## config.mk

```make
export PLATFORM = sky130hd
export DESIGN_NAME = fact_question_gen
export DESIGN_NICKNAME = d
export VERILOG_FILES = /design/src/rtl/fact_question_gen.sv
export SDC_FILE = /design/constraint.sdc
export NUM_CORES = 1
export LEC_CHECK = 0
export CAP_MARGIN = 40
export CORE_AREA = 5 5 152 154
export DETAILED_ROUTE_END_ITERATION = 8
export DIE_AREA = 0 0 157 159
export PLACE_DENSITY = 0.57
export SKIP_CTS_REPAIR_TIMING = 1
export SLEW_MARGIN = 40
export SYNTH_ARGS = -nofsm -noshare
export SYNTH_HDL_FRONTEND = slang
export SYNTH_SLANG_ARGS = --single-unit
```

## constraint.sdc

```tcl
create_clock -name CLK -period 6.18 [get_ports CLK]
set_input_delay 0.927 -clock CLK [delete_from_list [all_inputs] [get_ports CLK]]
set_output_delay 0.927 -clock CLK [all_outputs]
set_load 0.1 [all_outputs]
```

## src/rtl/fact_question_gen.sv

```systemverilog
`default_nettype none
// ============================================================================
// Module   : fact_question_gen
// Purpose  : Question generator for the factorization game. It draws three
//            prime indices from a free-running LFSR and multiplies the primes.
//            Products above MAX_PRODUCT are redrawn, up to RETRY_MAX times.
//            After that a fixed fallback question (2*2*2) is used. The
//            accepted product is converted to six BCD digits.
// Ports    : CLK      in   system clock, rising edge
//            RST      in   asynchronous active-low reset
//            REQ      in   new-question request, sampled only when idle
//            BUSY     out  high while a question is being generated
//            VALID    out  1-cycle pulse, QUESTION/ANSWER updated
//            QUESTION out  24-bit BCD product, [3:0] = units
//            ANSWER   out  sorted prime indices, [2:0] smallest
// Revision : 1.0 - initial release
// ============================================================================
module fact_question_gen #(
  parameter int          MAX_PRODUCT = 999,
  parameter int          RETRY_MAX   = 15,
  parameter logic [15:0] SEED        = 16'hACE1
) (
  input  logic        CLK,
  input  logic        RST,
  input  logic        REQ,
  output logic        BUSY,
  output logic        VALID,
  output logic [23:0] QUESTION,
  output logic [8:0]  ANSWER
);

  localparam int            RW        = (RETRY_MAX < 1) ? 1 : $clog2(RETRY_MAX + 1);
  localparam logic [RW-1:0] RETRY_LIM = RW'(RETRY_MAX);
  localparam logic [12:0]   PROD_LIM  = 13'(MAX_PRODUCT);

  typedef enum logic [2:0] {IDLE, DRAW, MUL, CHECK, BCD, DONE} state_t;

  state_t        state, state_next;
  logic [15:0]   lfsr;
  logic [RW-1:0] retry;
  logic [3:0]    cnt;
  logic [2:0]    idx0, idx1, idx2;
  logic [12:0]   prod;
  logic [8:0]    ans;
  // Double-dabble work register: {BCD digits[23:0], binary[12:0]}
  logic [36:0]   dd;

  logic          lfsr_fb;
  logic          accept;
  logic          prod_ok;
  logic          retry_left;
  logic [8:0]    pair;
  logic [2:0]    s_a, s_b, s_c;

  function automatic logic [4:0] prime(input logic [2:0] i);
    case (i)
      3'd0:    prime = 5'd2;
      3'd1:    prime = 5'd3;
      3'd2:    prime = 5'd5;
      3'd3:    prime = 5'd7;
      3'd4:    prime = 5'd11;
      3'd5:    prime = 5'd13;
      3'd6:    prime = 5'd17;
      default: prime = 5'd19;
    endcase
  endfunction

  // One double-dabble iteration: add 3 to every BCD nibble >= 5, then shift.
  function automatic logic [36:0] dabble_step(input logic [36:0] v);
    logic [36:0] t;
    t = v;
    for (int i = 0; i < 6; i++) begin
      if (t[13+4*i +: 4] >= 4'd5) t[13+4*i +: 4] = t[13+4*i +: 4] + 4'd3;
    end
    return {t[35:0], 1'b0};
  endfunction

  assign lfsr_fb    = lfsr[15] ^ lfsr[13] ^ lfsr[12] ^ lfsr[10];
  // A request arriving during the VALID cycle is held off by one edge, so
  // back-to-back questions under a held REQ are 22 cycles apart.
  assign accept     = (state == IDLE) && REQ && !VALID;
  assign prod_ok    = (prod <= PROD_LIM);
  assign retry_left = (retry < RETRY_LIM);
  assign pair       = 9'(prime(idx0)) * 9'(prime(idx1));

  // Three-element compare-swap network; s_a ends up smallest.
  always_comb begin
    s_a = idx0;
    s_b = idx1;
    s_c = idx2;
    if (s_a > s_b) {s_a, s_b} = {s_b, s_a};
    if (s_b > s_c) {s_b, s_c} = {s_c, s_b};
    if (s_a > s_b) {s_a, s_b} = {s_b, s_a};
  end

  always_ff @(posedge CLK or negedge RST) begin
    if (!RST) state <= IDLE;
    else      state <= state_next;
  end

  always_comb begin
    state_next = state;
    case (state)
      IDLE:  if (accept) state_next = DRAW;
      DRAW:  if (cnt == 4'd2) state_next = MUL;
      MUL:   if (cnt == 4'd1) state_next = CHECK;
      CHECK: state_next = (!prod_ok && retry_left) ? DRAW : BCD;
      BCD:   if (cnt == 4'd12) state_next = DONE;
      DONE:  state_next = IDLE;
      default: state_next = IDLE;
    endcase
  end

  always_ff @(posedge CLK or negedge RST) begin
    if (!RST) begin
      lfsr     <= SEED;
      retry    <= '0;
      cnt      <= '0;
      idx0     <= '0;
      idx1     <= '0;
      idx2     <= '0;
      prod     <= '0;
      ans      <= '0;
      dd       <= '0;
      BUSY     <= 1'b0;
      VALID    <= 1'b0;
      QUESTION <= '0;
      ANSWER   <= '0;
    end else begin
      // Free-running in every state so request timing perturbs the draw.
      lfsr  <= {lfsr[14:0], lfsr_fb};
      VALID <= 1'b0;
      case (state)
        IDLE: begin
          if (accept) begin
            BUSY  <= 1'b1;
            retry <= '0;
            cnt   <= '0;
          end
        end
        DRAW: begin
          case (cnt)
            4'd0:    idx0 <= lfsr[2:0];
            4'd1:    idx1 <= lfsr[2:0];
            default: idx2 <= lfsr[2:0];
          endcase
          cnt <= (cnt == 4'd2) ? 4'd0 : cnt + 4'd1;
        end
        MUL: begin
          if (cnt == 4'd0) begin
            prod <= {4'd0, pair};
            cnt  <= 4'd1;
          end else begin
            prod <= prod * 13'(prime(idx2));
            cnt  <= 4'd0;
          end
        end
        CHECK: begin
          cnt <= '0;
          if (prod_ok) begin
            ans <= {s_c, s_b, s_a};
            dd  <= {24'd0, prod};
          end else if (retry_left) begin
            retry <= retry + RW'(1);
          end else begin
            idx0 <= '0;
            idx1 <= '0;
            idx2 <= '0;
            prod <= 13'd8;
            ans  <= '0;
            dd   <= {24'd0, 13'd8};
          end
        end
        BCD: begin
          dd  <= dabble_step(dd);
          cnt <= (cnt == 4'd12) ? 4'd0 : cnt + 4'd1;
        end
        DONE: begin
          QUESTION <= dd[36:13];
          ANSWER   <= ans;
          VALID    <= 1'b1;
          BUSY     <= 1'b0;
        end
        default: ;
      endcase
    end
  end

endmodule
`default_nettype wire

```

Word level (Yosys, flattened, before mapping)
Index checks and enable logic that the tools add are counted.
{"block": "word_totals", "regBits": 130, "word_cells": 154, "output_inout_bits": 35}
{"block": "op_classes", "n_addsub": 8, "mux": 51, "reduce_logical": 27, "mul": 2, "bitwise_logic": 3, "n_eq_ne": 38, "n_lt_le_gt_ge": 11}
{"op": "one-hot mux 5 bit (7 select lines)", "count": 3}
{"op": "2-to-1 mux 37 bit", "count": 2}
{"op": "one-hot mux 37 bit (2 select lines)", "count": 1}
{"op": "2-to-1 mux 3 bit", "count": 17}
{"op": "2-to-1 mux 4 bit", "count": 10}
{"op": "2-to-1 mux 13 bit", "count": 3}
{"op": "== test 3 bit, second input constant", "count": 11}
{"op": "one-hot mux 13 bit (2 select lines)", "count": 1}
{"op": "== test 3 x 2 -> 1 bit, second input constant", "count": 8}
{"op": ">= comparator 4 x 3 -> 1 bit, second input constant", "count": 6}
{"op": "inequality test 2 bit, second input constant", "count": 11}
{"op": "adder 4 x 2 -> 4 bit, second input constant", "count": 5}
{"op": "one-hot mux 4 bit (5 select lines)", "count": 1}
{"op": "AND reduction 4 bit", "count": 5}
{"op": "2-to-1 mux 9 bit", "count": 2}
{"op": "one-hot mux 3 bit (2 select lines)", "count": 3}
{"op": "one-hot mux 3 bit (5 select lines)", "count": 1}
{"op": "less-or-equal comparator 13 x 10 -> 1 bit, second input constant", "count": 1}
{"op": "multiplier 13 x 5 -> 13 bit", "count": 1}
{"op": "== test 3 x 1 -> 1 bit, second input constant", "count": 4}
{"op": "zero test 3 bit", "count": 4}
{"op": "2-to-1 mux 5 bit", "count": 2}
{"op": "nonzero test 2 bit", "count": 5}
{"op": "> comparator 3 bit", "count": 3}
{"op": "other kinds (19)", "count": 30}

Longest topological paths before layout
Gate-level depths: netlist of the first run.
{"block": "logic_depth", "word_depth": 7, "ltp_mapped": 19}

Worst setup path before layout of the first run
No wires, ideal clock.
{"block": "synth_path", "path_type": "flip-flop to flip-flop", "start": "register idx2[2]", "end": "register prod[12]", "arrival_ns": 4.254, "t_required_ns": 6.059, "setup_time_ns": 0.121, "path_buffers": 2, "slack_ns": 1.805, "path_stages_with_launch": 20, "path_cell_list": "dfrtp_1 buf_2 inv_1 nor2_1 nand2_1 o21ai_1 and2_1 fa_1 fa_1 inv_1 fa_1 inv_1 ha_1 clkbuf_1 and4_1 a211oi_1 o21ai_1 a31oi_1 xnor2_1 a32o_2"}
{"block": "synth_via", "elab_chain_cells": 7, "elab_cells_between_ends": 13}
{"element": "start: declaration", "line": "42", "text": "logic [2:0] idx0, idx1, idx2;"}
{"element": "start signal: assignment", "line": "145", "text": "default: idx2 <= lfsr[2:0];"}
{"element": "== test 3 bit (tied with other cells)", "line": "56", "text": "case (i)"}
{"element": "one-hot mux 5 bit (7 select lines) *", "line": "56"}
{"element": "2-to-1 mux 5 bit *", "line": "150", "text": "if (cnt == 4'd0) begin"}
{"element": "2-to-1 mux 5 bit *", "line": "133", "text": "case (state)"}
{"element": "multiplier 13 x 5 -> 13 bit *", "line": "154", "text": "prod <= prod * 13'(prime(idx2));"}
{"element": "2-to-1 mux 13 bit *", "line": "150"}
{"element": "one-hot mux 13 bit (2 select lines) *", "line": "133"}
{"element": "end signal: assignment", "line": "151", "text": "prod <= {4'd0, pair};"}
{"element": "end signal: assignment", "line": "154"}
{"element": "end: declaration", "line": "43", "text": "logic [12:0] prod;"}
Every way passes the cells marked *; elsewhere a longest branch is shown, timed or not. The select of a mux whose other input is x is not followed.
A chain may end at the register's enable or synchronous reset.

Worst setup path in the final report of the first run
Same ends and word-level chain as after synthesis.

==> results.ini, run 1 <==
[detailed_routing]
first_pass_iters = 5
vias_per_cell = 5.19
via_count = 6374
routed_wl_um = 19400
drc_errors = 0
drt_iter0_markers = 347
wl_per_cell_um = 15.8
ant_nets = 0

[synth]
synthArstFlopShare_pct = 100
synth_fa_ha_area_share_pct = 16.7
ys_ff_latch = 130
synth_xor_area_share_pct = 3.59
synth_cell_types = 58
synth.top_cell.area_share_pct = 36.2
synth-simple-area-share_pct = 18.1
yosysMostFrequentCell = nand2_1
yosysWarnings = 0
syn_nets = 1008
syn-cell-area_sq_mm = 0.00843
synth_mux_area_share_pct = 2.97
synth_edf_count = 0
syn_inst = 913
yosysTopAreaCell = dfrtp_1
synth_top_family_by_area = simple AND/OR/NAND/NOR gates
yosys-top-cells-count = nand2_1 (149), dfrtp_1 (122), inv_1 (84)
avgSynthCellArea_sq_um = 9.23
synth_compound_area_share_pct = 14.4
yosys-top-cells-area = dfrtp_1 (36%), ha_1 (8.6%), fa_1 (8.1%), nand2_1 (6.6%), inv_1 (3.7%)
yosysSeqAreaShare_pct = 38.7
synth_flop_cell = dfrtp_1

[critical_path]
critPathMaxStageDelay_ns = 0.70
reg2reg_depth = 17
cp_top_family = adder cells
cp_slowest_cell = dfrtp_1
crit_chain = inv_1 > nor2_1 > nand2_1 > o21ai_1 > and2_1 > fa_1 > fa_1 > inv_1 > fa_1 > inv_1 > ha_1 > and4_1 > a211oi_1 > o21ai_1 > a31oi_1 > xnor2_1 > a32o_2
cp_num_cells = 17
crit_buf_inv = 3
crit_path_max_fanout = 22
crit_arrival_ns = 5.39
startpoint_type = register
crit_path_end_kind = register
crit_required_ns = 6.48
crit_type = register to register

[status]
outcome = complete, no violations

[clocking]
clock_path_buffers = 2
path_clk_slew_ns = 0.06
cts_buffers = 17
cts_max_level = 4
cts_root_buf = clkbuf_16
clk_latency_ns = 0.42
cts_sinks = 130
cts_tree = built

[place]
place_inst = 1197
io_buffers = 37
gp_congestion = 0.841
post-dp-hpwl_um = 13800
dpl_cell_area_sq_mm = 0.00886

[power_and_ir_drop]
ir_drop_mv = 0.184
power.switching_mw = 0.947
leakage_nw = 4.71
p_int_mw = 1.81
p_per_area_mw_per_mm2 = 291
clkPwrFrac_pct = 39.0
comb_power_share_pct = 23.4
power.total_mw = 2.76
p_seq_share_pct = 37.5
p_sw_share_pct = 34.3

[grt]
grt.total_usage_pct = 16.4
busiest_layer = met2
grt_pass1_vias = 6363
use_met3_pct = 3.29
grtUsageMet2_pct = 25.9
antenna_found_initial = 0
overflow = 0
grt_max_degree = 81
grt_pass1_wl_um = 33100
use_met1_pct = 23.4

[floorplan]
num_rows = 54
dieArea_sq_mm = 0.0250
die_w_um = 157
die_h_um = 159
coreArea_sq_mm = 0.0216
start_util_pct = 39.1
io_pins = 38

[finish]
finalInstanceArea_sq_mm = 0.00949
n_antenna_cell = 0
seqCellArea_sq_mm = 0.00326
multi_input_area_sq_mm = 0.00471
fin_util_pct = 44.0
synthToLayoutAreaGrowth_pct = 12.6
fin_cells = 1228
layout-drive-gt1-share_pct = 9.81
nFillCells = 2107
nets = 1031

[sta]
final-hold-violation-count = 0
setup_violations = 0
finalCriticalPeriod_ns = 5.08
fin_setup_tns_ns = 0
worstMarginPinSlew_ns = 0.762
drv_slew = 0
fmax_ghz = 0.197
min_period_over_period_pct = 82.3
rsz0062_at_grt = false
relSlewSlack_pct = 49.1
fin_skew_ns = 0.00931

[worst_hold_path]
worstHoldPathType = register to register
holdPathStages = 0

[job]
drv_cap = 0

-- registers in the layout, summed over array words and instances (netlist names) --
register	flops
QUESTION	24
dd	37
prod	13
cnt	4
BUSY	1
idx0	3
retry	4
ANSWER	9
lfsr	16
ans	9
state	3
idx2	3
VALID	1
idx1	3
-- cell type report --
cell class	count	share of cell area (%)
Multi-Input combinational cell	662	49.6
Clock buffer	19	4.67
Tap cell	280	3.69
Clock inverter	12	1.91
Sequential cell	130	34.4
Inverter	84	3.32
Timing Repair Buffer	41	2.41
-- routing by layer --
layer	wire, um	share of wire (%)
met1	9450	49
met2	8980	46
met3	782	4.0
met4	174	0.90
met5	0	0
-- worst paths after layout --
check	start	endpoint	slack, ns
max	idx2[2]$_DFFE_PN0P_	prod[12]$_DFFE_PN0P_	1.10
max reg2reg	idx2[2]$_DFFE_PN0P_	prod[12]$_DFFE_PN0P_	1.10
min	lfsr[3]$_DFF_PN0_	lfsr[4]$_DFF_PN0_	0.35
max in group asynchronous	RST	prod[12]$_DFFE_PN0P_	4.51
min in group asynchronous	RST	QUESTION[22]$_DFFE_PN0P_	0.55
min reg2reg	lfsr[3]$_DFF_PN0_	lfsr[4]$_DFF_PN0_	0.35
-- placed cells by master (no fill, tap or decap), types with 10 or more instances in the layout --
master     instances
ha_1              58
and3_1            17
and2_1            28
mux2i_1           16
nand3_1           39
o21ai_0           34
fa_1              34
a21oi_1           37
xnor2_1           20
o21ai_1           31
nor2_1            48
nand2b_1          12
inv_1             83
nand2_1          149
a21o_1            10
o31ai_1           13
dfrtp_1          122
xor2_1            12
buf_2             35
clkbuf_16         17
-- power groups by stage --
stage               clock, mW  sequential, mW  combinational (mW)
finish                   1.08            1.04               0.646
floorplan                   0            1.03               0.477
global route             1.14            1.05               0.735
global placement            0            1.05               0.650
detailed placement          0            1.05               0.654
CTS                      1.10            1.03               0.657
-- metrics by stage --
step | worst slack (ns) | hold WS, ns
after floorplan | 1.81 | 0.331
after global placement | 1.25 | 0.335
after detailed placement | 1.13 | 0.335
after CTS | 1.12 | 0.347
after global routing | 0.687 | 0.348
final | 1.10 | 0.346
-- kinds of logic after synthesis --
group	count (synthesis)
buffers and inverters	121
multiplexers	24
AND/OR/NAND/NOR	327
flip-flops	130
XOR/XNOR	33
adder cells (fa/ha/maj)	92
AO/OA/AOI/OAI	186
Power figures use the tool's default switching activity.
==> inputs of run 2 (changes only) <==
--- a/config.mk
+++ b/config.mk
@@ -9,7 +9,7 @@
 export CORE_AREA = 5 5 152 154
 export DETAILED_ROUTE_END_ITERATION = 8
 export DIE_AREA = 0 0 157 159
-export PLACE_DENSITY = 0.57
+export PLACE_DENSITY = 0.59
 export SKIP_CTS_REPAIR_TIMING = 1
 export SLEW_MARGIN = 40
 export SYNTH_ARGS = -nofsm -noshare
==> constraint.sdc (replaced) <==
create_clock -name CLK -period 4.3 [get_ports CLK]
set_input_delay 0.645 -clock CLK [delete_from_list [all_inputs] [get_ports CLK]]
set_output_delay 0.645 -clock CLK [all_outputs]
set_load 0.1 [all_outputs]
==> run 2 against run 1 <==
Worst hold slack got worse by 0.23 ns; critical path depth shrank 2; sequential power up 41%; die area unchanged; clock power rose by 35%; sequential cell count unchanged; global-route usage rose by 0.086 points; highest routed layer unchanged; utilization grew 2.2 points; design area rose by 5.0%.
==> results.ini, run 2 (synthesis gave the netlist of run 1 again) <==
[status]
outcome = complete, no violations

[detailed_routing]
wl_per_cell_um = 15.7
ant_nets = 0
first_pass_iters = 5
drt_iter0_markers = 418
routed_wl_um = 20100
via_count = 6572
vias_per_cell = 5.13
drc_errors = 0

[finish]
seqCellArea_sq_mm = 0.00327
top_regs = dd (37), QUESTION (24), lfsr (16)
layout-drive-gt1-share_pct = 16.6
nets = 1083
fin_cells = 1281
multi_input_area_sq_mm = 0.00479
layout_common_cells = nand2_1 (148), dfrtp_1 (118), inv_1 (80)
largest_reg_flops = 37
n_antenna_cell = 0
finalInstanceArea_sq_mm = 0.00996
synthToLayoutAreaGrowth_pct = 18.2
top_register = dd
fin_util_pct = 46.2
nFillCells = 2091
final_common_cell = nand2_1

[floorplan]
num_rows = 54
die_w_um = 157
dieArea_sq_mm = 0.0250
io_pins = 38
coreArea_sq_mm = 0.0216
start_util_pct = 39.1
die_h_um = 159

[critical_path]
crit_arrival_ns = 4.45
crit_path_end_kind = register
crit_required_ns = 4.61
crit_type = register to register
crit_path_max_fanout = 8
startpoint_type = register

[place]
post-dp-hpwl_um = 14300
place_inst = 1236
dpl_cell_area_sq_mm = 0.00916
gp_congestion = 0.816
io_buffers = 37

[clocking]
cts_tree = built
cts_buffers = 17
clock_path_buffers = 2
cts_root_buf = clkbuf_16
cts_max_level = 4
clk_latency_ns = 0.41
cts_sinks = 130
path_clk_slew_ns = 0.06

[power_and_ir_drop]
p_per_area_mw_per_mm2 = 397
leakage_nw = 4.98
ir_drop_mv = 0.241
power.total_mw = 3.95

[sta]
fin_skew_ns = 0.0104
drv_slew = 0
relSlewSlack_pct = 55.1
fmax_ghz = 0.242
worstMarginPinSlew_ns = 0.672
finalCriticalPeriod_ns = 4.13
setup_violations = 0
min_period_over_period_pct = 96.1
fin_setup_tns_ns = 0
final-hold-violation-count = 0

[grt]
overflow = 0
grt_pass1_wl_um = 33700
grt.total_usage_pct = 16.5
grt_max_degree = 112
grt_pass1_vias = 6562
antenna_found_initial = 0

[job]
drv_cap = 0

[worst_hold_path]
worstHoldPathType = input pin to async pin

## run 2: report_power, final
| group | switching [mW] | leakage (nW) | internal, mW | total [mW] |
|---|---|---|---|---|
| clock | 0.578 | 0.290 | 0.881 | 1.46 |
| sequential | 0.134 | 1.75 | 1.33 | 1.47 |
| combinational | 0.696 | 2.93 | 0.330 | 1.03 |
| total | 1.41 | 4.98 | 2.54 | 3.95 |
## run 2: area by class of cell
cell class                 count  area share (%)
timing repair buffer          92            6.39
multi-input combinational    663            48.1
clock buffer                  19            4.45
inverter                      84            3.20
sequential                   130            32.8
clock inverter                13            1.54
tap                          280            3.52
## run 2: worst max-delay path, stage by stage (launching register included)
cell        delay, ns
dfrtp_2          0.44
clkinvlp_4       0.19
o21ai_4          0.23
and2_1           0.17
fa_1             0.44
fa_1             0.54
inv_1            0.05
fa_1             0.54
inv_1            0.05
ha_1             0.29
buf_4            0.16
a21o_1           0.18
a21oi_1          0.19
o21ai_0          0.14
and3_1           0.23
o32ai_2          0.19
## run 2: metrics by stage
stage          hold slack [ns]  setup slack, ns
2_1_floorplan            0.331           0.0122
3_3_place_gp             0.334          -0.0362
3_5_place_dp             0.337          -0.0208
4_1_cts                  0.333          -0.0522
5_1_grt                  0.128         -0.00898
6_report                 0.117            0.166
## run 2: routing by layer
layer,vias to the layer above,GRT usage (%),part of all wire (%)
met5,-,0,0
met4,0,3.20,0.94
met3,11,3.21,3.8
met2,113,26.1,47
met1,3198,23.6,49
li1,3250,-,-
## run 2: worst paths after layout
kind | from | endpoint | slack (ns) | cells after the start
setup / recovery | idx2[1]$_DFFE_PN0P_ | prod[11]$_DFFE_PN0P_ | 0.17 | 15
setup reg to reg | idx2[1]$_DFFE_PN0P_ | prod[11]$_DFFE_PN0P_ | 0.17 | 15
hold reg to reg | lfsr[14]$_DFF_PN0_ | lfsr[15]$_DFF_PN1_ | 0.34 | 0
min in group CLK | lfsr[14]$_DFF_PN0_ | lfsr[15]$_DFF_PN1_ | 0.34 | 0
hold / removal | RST | ANSWER[5]$_DFFE_PN0P_ | 0.12 | 1
max in group asynchronous | RST | idx2[2]$_DFFE_PN0P_ | 3.17 | 3
==> inputs of run 3 (changes only) <==
--- a/config.mk
+++ b/config.mk
@@ -15,3 +15,4 @@
 export SYNTH_ARGS = -nofsm -noshare
 export SYNTH_HDL_FRONTEND = slang
 export SYNTH_SLANG_ARGS = --single-unit
+export TNS_END_PERCENT = 1
==> run 3 against run 2 <==
Count of clock-buffer cells in the layout is the same; non-clock buffer count is the same; die area is the same.
==> results.ini, run 3 (synthesis gave the netlist of run 1 again) <==
[floorplan]
coreArea_sq_mm = 0.0216
die_h_um = 159
num_rows = 54
die_w_um = 157
start_util_pct = 39.1
dieArea_sq_mm = 0.0250
io_pins = 38

[grt]
overflow = 0
grt_max_degree = 112
antenna_found_initial = 0
grt_pass1_vias = 6562
grt_pass1_wl_um = 33700
grt.total_usage_pct = 16.5

[finish]
layout_common_cells = nand2_1 (148), dfrtp_1 (118), inv_1 (80)
top_regs = dd (37), QUESTION (24), lfsr (16)
synthToLayoutAreaGrowth_pct = 18.0
multi_input_area_sq_mm = 0.00478
nFillCells = 2095
final_common_cell = nand2_1
largest_reg_flops = 37
layout-drive-gt1-share_pct = 16.4
finalInstanceArea_sq_mm = 0.00995
fin_cells = 1281
nets = 1083
top_register = dd
seqCellArea_sq_mm = 0.00327
n_antenna_cell = 0

[job]
drv_cap = 0

[clocking]
path_clk_slew_ns = 0.06
cts_max_level = 4
cts_root_buf = clkbuf_16
cts_tree = built
clk_latency_ns = 0.41
clock_path_buffers = 2
cts_sinks = 130
cts_buffers = 17

[detailed_routing]
ant_nets = 0
first_pass_iters = 5
drt_iter0_markers = 400
via_count = 6598
routed_wl_um = 20000
wl_per_cell_um = 15.6
vias_per_cell = 5.15
drc_errors = 0

[sta]
fin_skew_ns = 0.00993
worstMarginPinSlew_ns = 0.697
setup_violations = 0
final-hold-violation-count = 0
finalCriticalPeriod_ns = 4.13
hold_slack_ns = 0.116
relSlewSlack_pct = 53.4
drv_slew = 0
fmax_ghz = 0.242
setup_ws_ns = 0.167
min_period_over_period_pct = 96.1
rsz0062_at_grt = true
fin_setup_tns_ns = 0

[status]
outcome = complete, no violations

[critical_path]
crit_type = register to register
crit_required_ns = 4.61
crit_path_end_kind = register
crit_path_max_fanout = 8
crit_arrival_ns = 4.45
startpoint_type = register

[place]
io_buffers = 37
place_inst = 1236
dpl_cell_area_sq_mm = 0.00916
gp_congestion = 0.816
dp_slack_ns = -0.0208
post-dp-hpwl_um = 14300

[power_and_ir_drop]
leakage_nw = 4.98
p_per_area_mw_per_mm2 = 397
ir_drop_mv = 0.241

[worst_hold_path]
worstHoldPathType = input pin to async pin

[run 3: cell type report]
class                           count  share of cell area [%]
Multi-Input combinational cell    663                    48.0
Sequential cell                   130                    32.9
Timing Repair Buffer               92                    6.40
Clock buffer                       19                    4.45
Tap cell                          280                    3.52
Inverter                           84                    3.21
Clock inverter                     13                    1.55
[run 3: through the flow]
stage | total power [mW] | util, %
3_3_place_gp | 2.50 | 43.3
6_report | 3.95 | 46.2
3_5_place_dp | 2.51 | 42.5
2_1_floorplan | 2.16 | -
5_1_grt | 4.18 | 46.2
4_1_cts | 3.98 | 45.2
[run 3: path summary, 6_finish.rpt]
path                                startpoint                    end  slack, ns  depth (start not counted)
max                        idx2[1]$_DFFE_PN0P_   prod[11]$_DFFE_PN0P_       0.17                         15
min                                        RST  ANSWER[5]$_DFFE_PN0P_       0.12                          1
max reg2reg                idx2[1]$_DFFE_PN0P_   prod[11]$_DFFE_PN0P_       0.17                         15
min reg2reg                 lfsr[14]$_DFF_PN0_     lfsr[15]$_DFF_PN1_       0.34                          0
max in group asynchronous                  RST    idx2[2]$_DFFE_PN0P_       3.16                          3
min in group CLK            lfsr[14]$_DFF_PN0_     lfsr[15]$_DFF_PN1_       0.34                          0
[run 3: power breakdown]
| part | total [mW] | leakage [nW] | switching (mW) | internal [mW] |
|---|---|---|---|---|
| Clock | 1.46 | 0.290 | 0.579 | 0.881 |
| Combinational | 1.02 | 2.94 | 0.696 | 0.328 |
| Sequential | 1.47 | 1.75 | 0.134 | 1.33 |
| Total | 3.95 | 4.98 | 1.41 | 2.54 |
[run 3: routing by layer]
layer | vias to the layer above | GRT usage (%) | share of wire (%)
met2 | 123 | 26.1 | 47
met4 | 0 | 3.20 | 0.95
li1 | 3253 | - | -
met5 | - | 0 | 0
met3 | 15 | 3.21 | 4.6
met1 | 3207 | 23.6 | 48
[run 3: worst max-delay path, stage by stage, from the launching register on]
cell,delay (ns)
dfrtp_2,0.44
clkinvlp_4,0.19
o21ai_4,0.23
and2_1,0.17
fa_1,0.44
fa_1,0.54
inv_1,0.05
fa_1,0.54
inv_1,0.05
ha_1,0.29
buf_4,0.16
a21o_1,0.18
a21oi_1,0.19
o21ai_0,0.14
and3_1,0.23
o32ai_2,0.19
